==> config.mk <==
export PLATFORM = sky130hd
export DESIGN_NAME = sine_dds_source_flat
export DESIGN_NICKNAME = d
export VERILOG_FILES = /design/src/rtl/sine_dds_pkg.sv /design/src/rtl/sine_dds_if.sv /design/src/rtl/sine_dds_source_qlut.sv /design/src/rtl/sine_dds_source.sv /design/src/flat_wrapper.sv
export SDC_FILE = /design/constraint.sdc
export NUM_CORES = 1
export LEC_CHECK = 0
export ABC_AREA = 1
export CAP_MARGIN = 20
export CORE_MARGIN = 3
export CORE_UTILIZATION = 44
export CTS_BUF_LIST = sky130_fd_sc_hd__clkbuf_4 sky130_fd_sc_hd__clkbuf_8
export DETAILED_ROUTE_END_ITERATION = 6
export DONT_BUFFER_PORTS = 1
export PLACE_DENSITY = 0.6
export SLEW_MARGIN = 20
export SYNTH_ARGS = -nofsm -noshare
export SYNTH_HDL_FRONTEND = slang
export SYNTH_SLANG_ARGS = --single-unit
==> constraint.sdc <==
create_clock -name clk -period 3.65 [get_ports clk]
set_input_delay 0.1825 -clock clk [delete_from_list [all_inputs] [get_ports clk]]
set_output_delay 0.1825 -clock clk [all_outputs]
set_load 0.005 [all_outputs]
==> src/rtl/sine_dds_pkg.sv <==
// Shared definitions for the stereo sine DDS source: default geometry and FSM encoding.
package sine_dds_pkg;
  localparam int PHASE_W_DEF = 24;
  localparam int LUT_AW_DEF  = 8;
  localparam int DATA_W_DEF  = 16;
  localparam int ATTEN_W     = 4;

  typedef enum logic [1:0] {
    ST_IDLE   = 2'd0,
    ST_ADDR_L = 2'd1,
    ST_ADDR_R = 2'd2,
    ST_SIGN   = 2'd3
  } dds_state_e;
endpackage

==> src/rtl/sine_dds_if.sv <==
// Request/sample bus between the I2S frame logic (master) and the DDS source (slave).
interface sine_dds_if
  import sine_dds_pkg::*;
#(
  parameter int PHASE_W = PHASE_W_DEF,
  parameter int DATA_W  = DATA_W_DEF
);
  logic                      en;
  logic                      req;
  logic [PHASE_W-1:0]        tuning_word;
  logic [PHASE_W-1:0]        phase_ofs;
  logic [ATTEN_W-1:0]        atten;
  logic                      ovr_clr;
  logic                      busy;
  logic                      sample_valid;
  logic signed [DATA_W-1:0]  sample_l;
  logic signed [DATA_W-1:0]  sample_r;
  logic                      overrun;

  modport master (
    output en, req, tuning_word, phase_ofs, atten, ovr_clr,
    input  busy, sample_valid, sample_l, sample_r, overrun
  );
  modport slave (
    input  en, req, tuning_word, phase_ofs, atten, ovr_clr,
    output busy, sample_valid, sample_l, sample_r, overrun
  );
endinterface

==> src/rtl/sine_dds_source_qlut.sv <==
// Quarter-wave sine magnitude ROM, one-cycle registered read, shared by L and R.
// Contents are built at elaboration: entry i = round(FS*sin(pi/2*(i+0.5)/2^LUT_AW)).
module sine_qlut #(
  parameter int LUT_AW = 8,
  parameter int MAG_W  = 15
) (
  input  logic              clk,
  input  logic [LUT_AW-1:0] addr_i,
  output logic [MAG_W-1:0]  mag_o
);
  localparam int DEPTH = 1 << LUT_AW;

  // Q30 fixed-point Taylor series; error is far below half an output LSB.
  function automatic logic [DEPTH*MAG_W-1:0] build_rom();
    logic [DEPTH*MAG_W-1:0] r;
    longint pi_q30, x, x2, term, sum, fs;
    pi_q30 = 64'sd3373259426;
    fs     = (64'sd1 <<< MAG_W) - 64'sd1;
    r      = '0;
    for (int i = 0; i < DEPTH; i++) begin
      x    = (pi_q30 * longint'(2*i+1)) >>> (LUT_AW + 2);
      x2   = (x * x) >>> 30;
      term = x;
      sum  = x;
      for (int k = 1; k <= 7; k++) begin
        term = -((term * x2) >>> 30) / longint'((2*k) * (2*k+1));
        sum  = sum + term;
      end
      r[i*MAG_W +: MAG_W] = MAG_W'((sum * fs + (64'sd1 <<< 29)) >>> 30);
    end
    return r;
  endfunction

  localparam logic [DEPTH*MAG_W-1:0] ROM = build_rom();

  always_ff @(posedge clk) begin
    mag_o <= ROM[int'(addr_i)*MAG_W +: MAG_W];
  end
endmodule

==> src/rtl/sine_dds_source.sv <==
// Stereo DDS: phase accumulator feeding a time-multiplexed quarter-wave LUT,
// one signed L/R pair per accepted request, four clocks per pair.
module sine_dds_source
  import sine_dds_pkg::*;
#(
  parameter int PHASE_W = PHASE_W_DEF,
  parameter int LUT_AW  = LUT_AW_DEF,
  parameter int DATA_W  = DATA_W_DEF
) (
  input  logic       clk,
  input  logic       rst,
  sine_dds_if.slave  bus
);
  localparam int MAG_W  = DATA_W - 1;
  localparam int PH_TOP = LUT_AW + 2;   // quadrant + LUT address; lower phase bits truncated

  dds_state_e               state_q, state_d;
  logic [PHASE_W-1:0]       acc_q;
  logic [PH_TOP-1:0]        ph_l_q, ph_r_q;
  logic [ATTEN_W-1:0]       atten_q;
  logic                     en_q;
  logic [MAG_W-1:0]         mag_l_q, mag;
  logic signed [DATA_W-1:0] sl_q, sr_q;
  logic                     vld_q, ovr_q;
  logic                     busy_c, accept;
  logic [LUT_AW-1:0]        rom_addr;

  function automatic logic [LUT_AW-1:0] lut_addr(input logic [PH_TOP-1:0] p);
    return p[LUT_AW] ? ~p[LUT_AW-1:0] : p[LUT_AW-1:0];
  endfunction

  function automatic logic signed [DATA_W-1:0] shape(input logic neg,
                                                     input logic [MAG_W-1:0] m,
                                                     input logic [ATTEN_W-1:0] sh);
    logic signed [DATA_W-1:0] v;
    v = $signed({1'b0, m});
    if (neg) v = -v;
    return v >>> sh;
  endfunction

  assign accept = bus.req && (state_q == ST_IDLE);

  always_ff @(posedge clk or posedge rst) begin
    if (rst) state_q <= ST_IDLE;
    else     state_q <= state_d;
  end

  always_comb begin
    state_d = state_q;
    case (state_q)
      ST_IDLE:   if (bus.req) state_d = ST_ADDR_L;
      ST_ADDR_L: state_d = ST_ADDR_R;
      ST_ADDR_R: state_d = ST_SIGN;
      ST_SIGN:   state_d = ST_IDLE;
      default:   state_d = ST_IDLE;
    endcase
  end

  always_comb begin
    busy_c   = (state_q != ST_IDLE);
    rom_addr = (state_q == ST_ADDR_L) ? lut_addr(ph_l_q) : lut_addr(ph_r_q);
  end

  sine_qlut #(.LUT_AW(LUT_AW), .MAG_W(MAG_W)) u_lut (
    .clk    (clk),
    .addr_i (rom_addr),
    .mag_o  (mag)
  );

  always_ff @(posedge clk or posedge rst) begin
    if (rst) begin
      acc_q   <= '0;
      ph_l_q  <= '0;
      ph_r_q  <= '0;
      atten_q <= '0;
      en_q    <= 1'b0;
      mag_l_q <= '0;
      sl_q    <= '0;
      sr_q    <= '0;
      vld_q   <= 1'b0;
      ovr_q   <= 1'b0;
    end else begin
      vld_q <= 1'b0;
      if (!bus.en)     acc_q <= '0;
      else if (accept) acc_q <= acc_q + bus.tuning_word;
      if (accept) begin
        ph_l_q  <= acc_q[PHASE_W-1 -: PH_TOP];
        ph_r_q  <= PH_TOP'((acc_q + bus.phase_ofs) >> (PHASE_W - PH_TOP));
        atten_q <= bus.atten;
        en_q    <= bus.en;
      end
      if (state_q == ST_ADDR_R) mag_l_q <= mag;
      // In SIGN the ROM output already holds the right-channel magnitude.
      if (state_q == ST_SIGN) begin
        vld_q <= 1'b1;
        sl_q  <= en_q ? shape(ph_l_q[PH_TOP-1], mag_l_q, atten_q) : '0;
        sr_q  <= en_q ? shape(ph_r_q[PH_TOP-1], mag,     atten_q) : '0;
      end
      if (bus.req && busy_c) ovr_q <= 1'b1;
      else if (bus.ovr_clr)  ovr_q <= 1'b0;
    end
  end

  assign bus.busy         = busy_c;
  assign bus.sample_valid = vld_q;
  assign bus.sample_l     = sl_q;
  assign bus.sample_r     = sr_q;
  assign bus.overrun      = ovr_q;
endmodule

==> src/flat_wrapper.sv <==
// flat-port wrapper written by rule: the top's interface ports become plain ports
module sine_dds_source_flat import sine_dds_pkg::*;
#(
  parameter int PHASE_W = PHASE_W_DEF,
  parameter int LUT_AW  = LUT_AW_DEF,
  parameter int DATA_W  = DATA_W_DEF
)
  (clk, rst, bus_en, bus_req, bus_tuning_word, bus_phase_ofs, bus_atten, bus_ovr_clr, bus_busy, bus_sample_valid, bus_sample_l, bus_sample_r, bus_overrun);
  sine_dds_if #(.PHASE_W(PHASE_W), .DATA_W(DATA_W)) bus_i ();
  input  logic clk;
  input  logic rst;
  input wire logic [$bits(bus_i.en)-1:0] bus_en;
  input wire logic [$bits(bus_i.req)-1:0] bus_req;
  input wire logic [$bits(bus_i.tuning_word)-1:0] bus_tuning_word;
  input wire logic [$bits(bus_i.phase_ofs)-1:0] bus_phase_ofs;
  input wire logic [$bits(bus_i.atten)-1:0] bus_atten;
  input wire logic [$bits(bus_i.ovr_clr)-1:0] bus_ovr_clr;
  output wire logic [$bits(bus_i.busy)-1:0] bus_busy;
  output wire logic [$bits(bus_i.sample_valid)-1:0] bus_sample_valid;
  output wire logic [$bits(bus_i.sample_l)-1:0] bus_sample_l;
  output wire logic [$bits(bus_i.sample_r)-1:0] bus_sample_r;
  output wire logic [$bits(bus_i.overrun)-1:0] bus_overrun;
  assign bus_i.en = bus_en;
  assign bus_i.req = bus_req;
  assign bus_i.tuning_word = bus_tuning_word;
  assign bus_i.phase_ofs = bus_phase_ofs;
  assign bus_i.atten = bus_atten;
  assign bus_i.ovr_clr = bus_ovr_clr;
  assign bus_busy = bus_i.busy;
  assign bus_sample_valid = bus_i.sample_valid;
  assign bus_sample_l = bus_i.sample_l;
  assign bus_sample_r = bus_i.sample_r;
  assign bus_overrun = bus_i.overrun;
  sine_dds_source #(.PHASE_W(PHASE_W), .LUT_AW(LUT_AW), .DATA_W(DATA_W)) u_core (.clk(clk), .rst(rst), .bus(bus_i));
endmodule
==> summary.md <==
| Metric | Value |
|---|---|
| Post-synth ARST share | between 80% and 90% |
| Reg-to-reg slack, setup | 0.22 ns |
| Top FF cell, synth | dfrtp_1 |
| Final period utilization | between 90% and 100% |
| Post-synth top cells | nand2_1, nand3_1, inv_1 |
| Pin count of the biggest net entering global routing | 77 |
| Met3 WL | 5.94 mm |
| Post-synth cell types | 50 |
| First-pass GRT wire length | 83.7 mm |
| TritonCTS clock tree | yes |
| Drt pass-1 iters | 6 |
| CTS Buffer Depth | 2 |
| Hold EP | u_core.acc_q[1] |
| Core ar. | 28000 um2 |
| Max Cap Violations | 0 |
| Drt first-iter violations | 1905 |
| Num ports | 92 |
| Global route total overflow | 0 |
| Worst hold path class | input pin to register |
| Clock root cell | clkbuf_8 |
| Vias per cell | 6.02 |
| Cell with the most instances after synthesis | nand2_1 |
| Reg-to-reg critical path endpoint | u_core.u_lut.mag_o[3] |
| Max_slew headroom | 30.4% |
| Via count | 15200 |
| Layout cells sized above 1 | 5.48% |
| Drt wl/cell | ~21 um |
| Startpoint Class | register |
| Syn Nets | 2277 |
| Ant. Diodes | 0 |
| Global Route Usage Sum | 35.3% |
| R2R depth | 18 |
| # nets final | 2265 |
| Total Wirelength | between 50 and 60 mm |
| Initial Util | 45.0% |
| Area of the mapped netlist | ~13000 um2 |
| Flops & latches, synth | about 120 |
| DRC | 0 |
| Post-CTS Setup Bufs | 0 |
| Worst skew pair latency | 0.47 ns |
| Clock Skew | between 0.015 and 0.02 ns |
| Final slew viol count | 0 |
| Unrepaired setup endpoints after global routing | false |
| Post-synth top area share | 23.9% |
| Crit. End Element | register |
| Max FO, Critical Path | 11 |
| Final Hold Viols | 0 |
| Worst Tran Pin Value | 1.04 ns |
| R2R Path Start | u_core.state_q[1] |
| Final min period | 3.43 ns |
| Routed wl met2 | 23.5 mm |
| Die area | 30700 um2 |
| Area Overhead vs Synth | 7.49% |
| Highest Signal Layer | met4 |
| Register area share after synthesis | 22.3% |
| Hold Path Origin | bus_tuning_word[1] |
| Synth Area per Inst | 5.84 um2 |
| WL met1 | approximately 22 mm |
| Worst EP required | 4.00 ns |
| Initial antenna violation count | 0 |
| Post-DP HPWL | 41.9 mm |
| CTS sink cnt | 115 |
| Setup Viol. Count Final | 0 |
| Die Wd | 175 um |
| CTS H-tree depth | 4 |
| CTS Buf Count | 17 |
| Vias in the first global route | 14600 |
| EDFF count, synth | 0 |
| Yosys warns | 0 |
| Setup_tns | 0 ns |
| Clk pin slew, worst setup/hold paths | 0.08 ns |
| CP arrival | 3.78 ns |
| Cell taking the most area after synthesis | nand2_1 |
| Crit path kind | register to register |
| Port Buffers | 0 |
| Fmax | 292 MHz |
| Status | completed |
| FP Rows | just over 60 |
| Die height | between 150 and 200 um |
| Synth Instances | 2155 |
| Ranking of synthesized cells by area | nand2_1, dfrtp_1, nand3_1 |
| Final antenna-violating net count | 0 |
| Final GP Congestion | 1.11 |
| Worst Hold Path Cells | 2 |
| Post-layout util | between 40 and 50% |
==> what timing repair did <==
item / 4_1_cts / 5_1_grt
gates resized for setup: 0 / 0
hold endpoints to repair: 85 / 0
hold buffers: 11 / 0
==> metrics by stage <==
step	instances	setup WS, ns	hold WS [ns]	area [um2]
final	2533	0.222	0.0139	13500
after global routing	2533	0.0862	0.0266	13500
after CTS	2533	0.437	0.00117	13500
after detailed placement	2491	0.459	0.298	13000
after global placement	2491	0.441	0.295	13000
after floorplan	2155	0.849	0.290	12600
==> sequential cells by signal, summed over array words and instances, names as in the netlist <==
register and count:
u_core.acc_q 24, u_core.atten_q 4, u_core.bus.overrun 1, u_core.bus.sample_l 16, u_core.bus.sample_r 16, u_core.bus.sample_valid 1, u_core.en_q 1, u_core.mag_l_q 15
u_core.ph_l_q 10, u_core.ph_r_q 10, u_core.state_q 2, u_core.u_lut.mag_o 15
==> how the worst max path moves through the flow <==
stage	start	end	slack (ns)	cells after the start
final	u_core.state_q[1]	u_core.u_lut.mag_o[3]	0.22	18
after global routing	u_core.state_q[1]	u_core.u_lut.mag_o[3]	0.09	18
after CTS	u_core.state_q[1]	u_core.u_lut.mag_o[3]	0.44	18
after detailed placement	u_core.state_q[1]	u_core.u_lut.mag_o[3]	0.46	18
after global placement	u_core.state_q[1]	u_core.u_lut.mag_o[3]	0.44	18
after floorplan	rst	u_core.acc_q[0]	0.85	1
==> placed cells by master, fill, tap and decap left out, types with 3 or more instances in the layout <==
master / count
a31oi_1: 10
nor3_1: 15
or2_2: 5
xnor2_1: 18
nand2_1: 801
nand3_1: 306
xor2_1: 22
dfrtp_1: 100
ha_1: 63
inv_6: 4
bufinv_16: 3
a21oi_1: 110
clkbuf_8: 18
nor2_1: 144
nand2_2: 13
dlygate4sd3_1: 11
a21boi_0: 3
a21o_1: 8
o21ai_1: 12
nand4_1: 30
inv_1: 162
o21bai_1: 9
nor4_1: 5
dfxtp_1: 15
o22ai_1: 7
o211ai_1: 16
o21ai_0: 148
nand3b_1: 4
buf_4: 45
o31ai_1: 4
o21ai_2: 4
inv_2: 3
clkinvlp_4: 3
==> cells by family after synthesis <==
kind of cell    count (synthesis)  share of synthesized area [%]
fa+ha+maj                      65                           6.52
xor+xnor                       42                           3.04
compound gates                342                           15.0
flops                         115                           22.3
buf+inv                       257                           8.67
simple gates                 1334                           44.5
==> cell type report <==
class / count / area, um2
Clock inverter: 13 / 173
Inverter: 168 / 634
Sequential cell: 115 / 2800
Multi-Input combinational cell: 1783 / 8720
Timing Repair Buffer: 58 / 488
Fill cell: 3040 / 14500
Clock buffer: 18 / 248
Tap cell: 378 / 473
==> worst max-delay path: stages, from the launching register on <==
cell and delay [ns]:
dfrtp_1 0.39, inv_1 0.09, ha_1 0.20, buf_4 0.18, nand2_1 0.08, nand2_1 0.28, ha_1 0.42, nor2_1 0.32
inv_1 0.19, nand2_1 0.19, nand2_1 0.09, nand2_1 0.30, nand2_1 0.08, o21ai_0 0.08, nand2_1 0.06, nand2_1 0.05
nand2_1 0.05, nand3_1 0.16, nand2_1 0.10
==> routing by layer <==
layer / track usage (%) / up-vias
li1: - / 7116
met1: 44.8 / 7033
met2: 53.8 / 881
met3: 11.1 / 208
met4: 18.1 / 0
met5: 0 / -
Power is not shown: default switching activity piles up to over one toggle a cycle in this logic, so the estimate is an artifact.
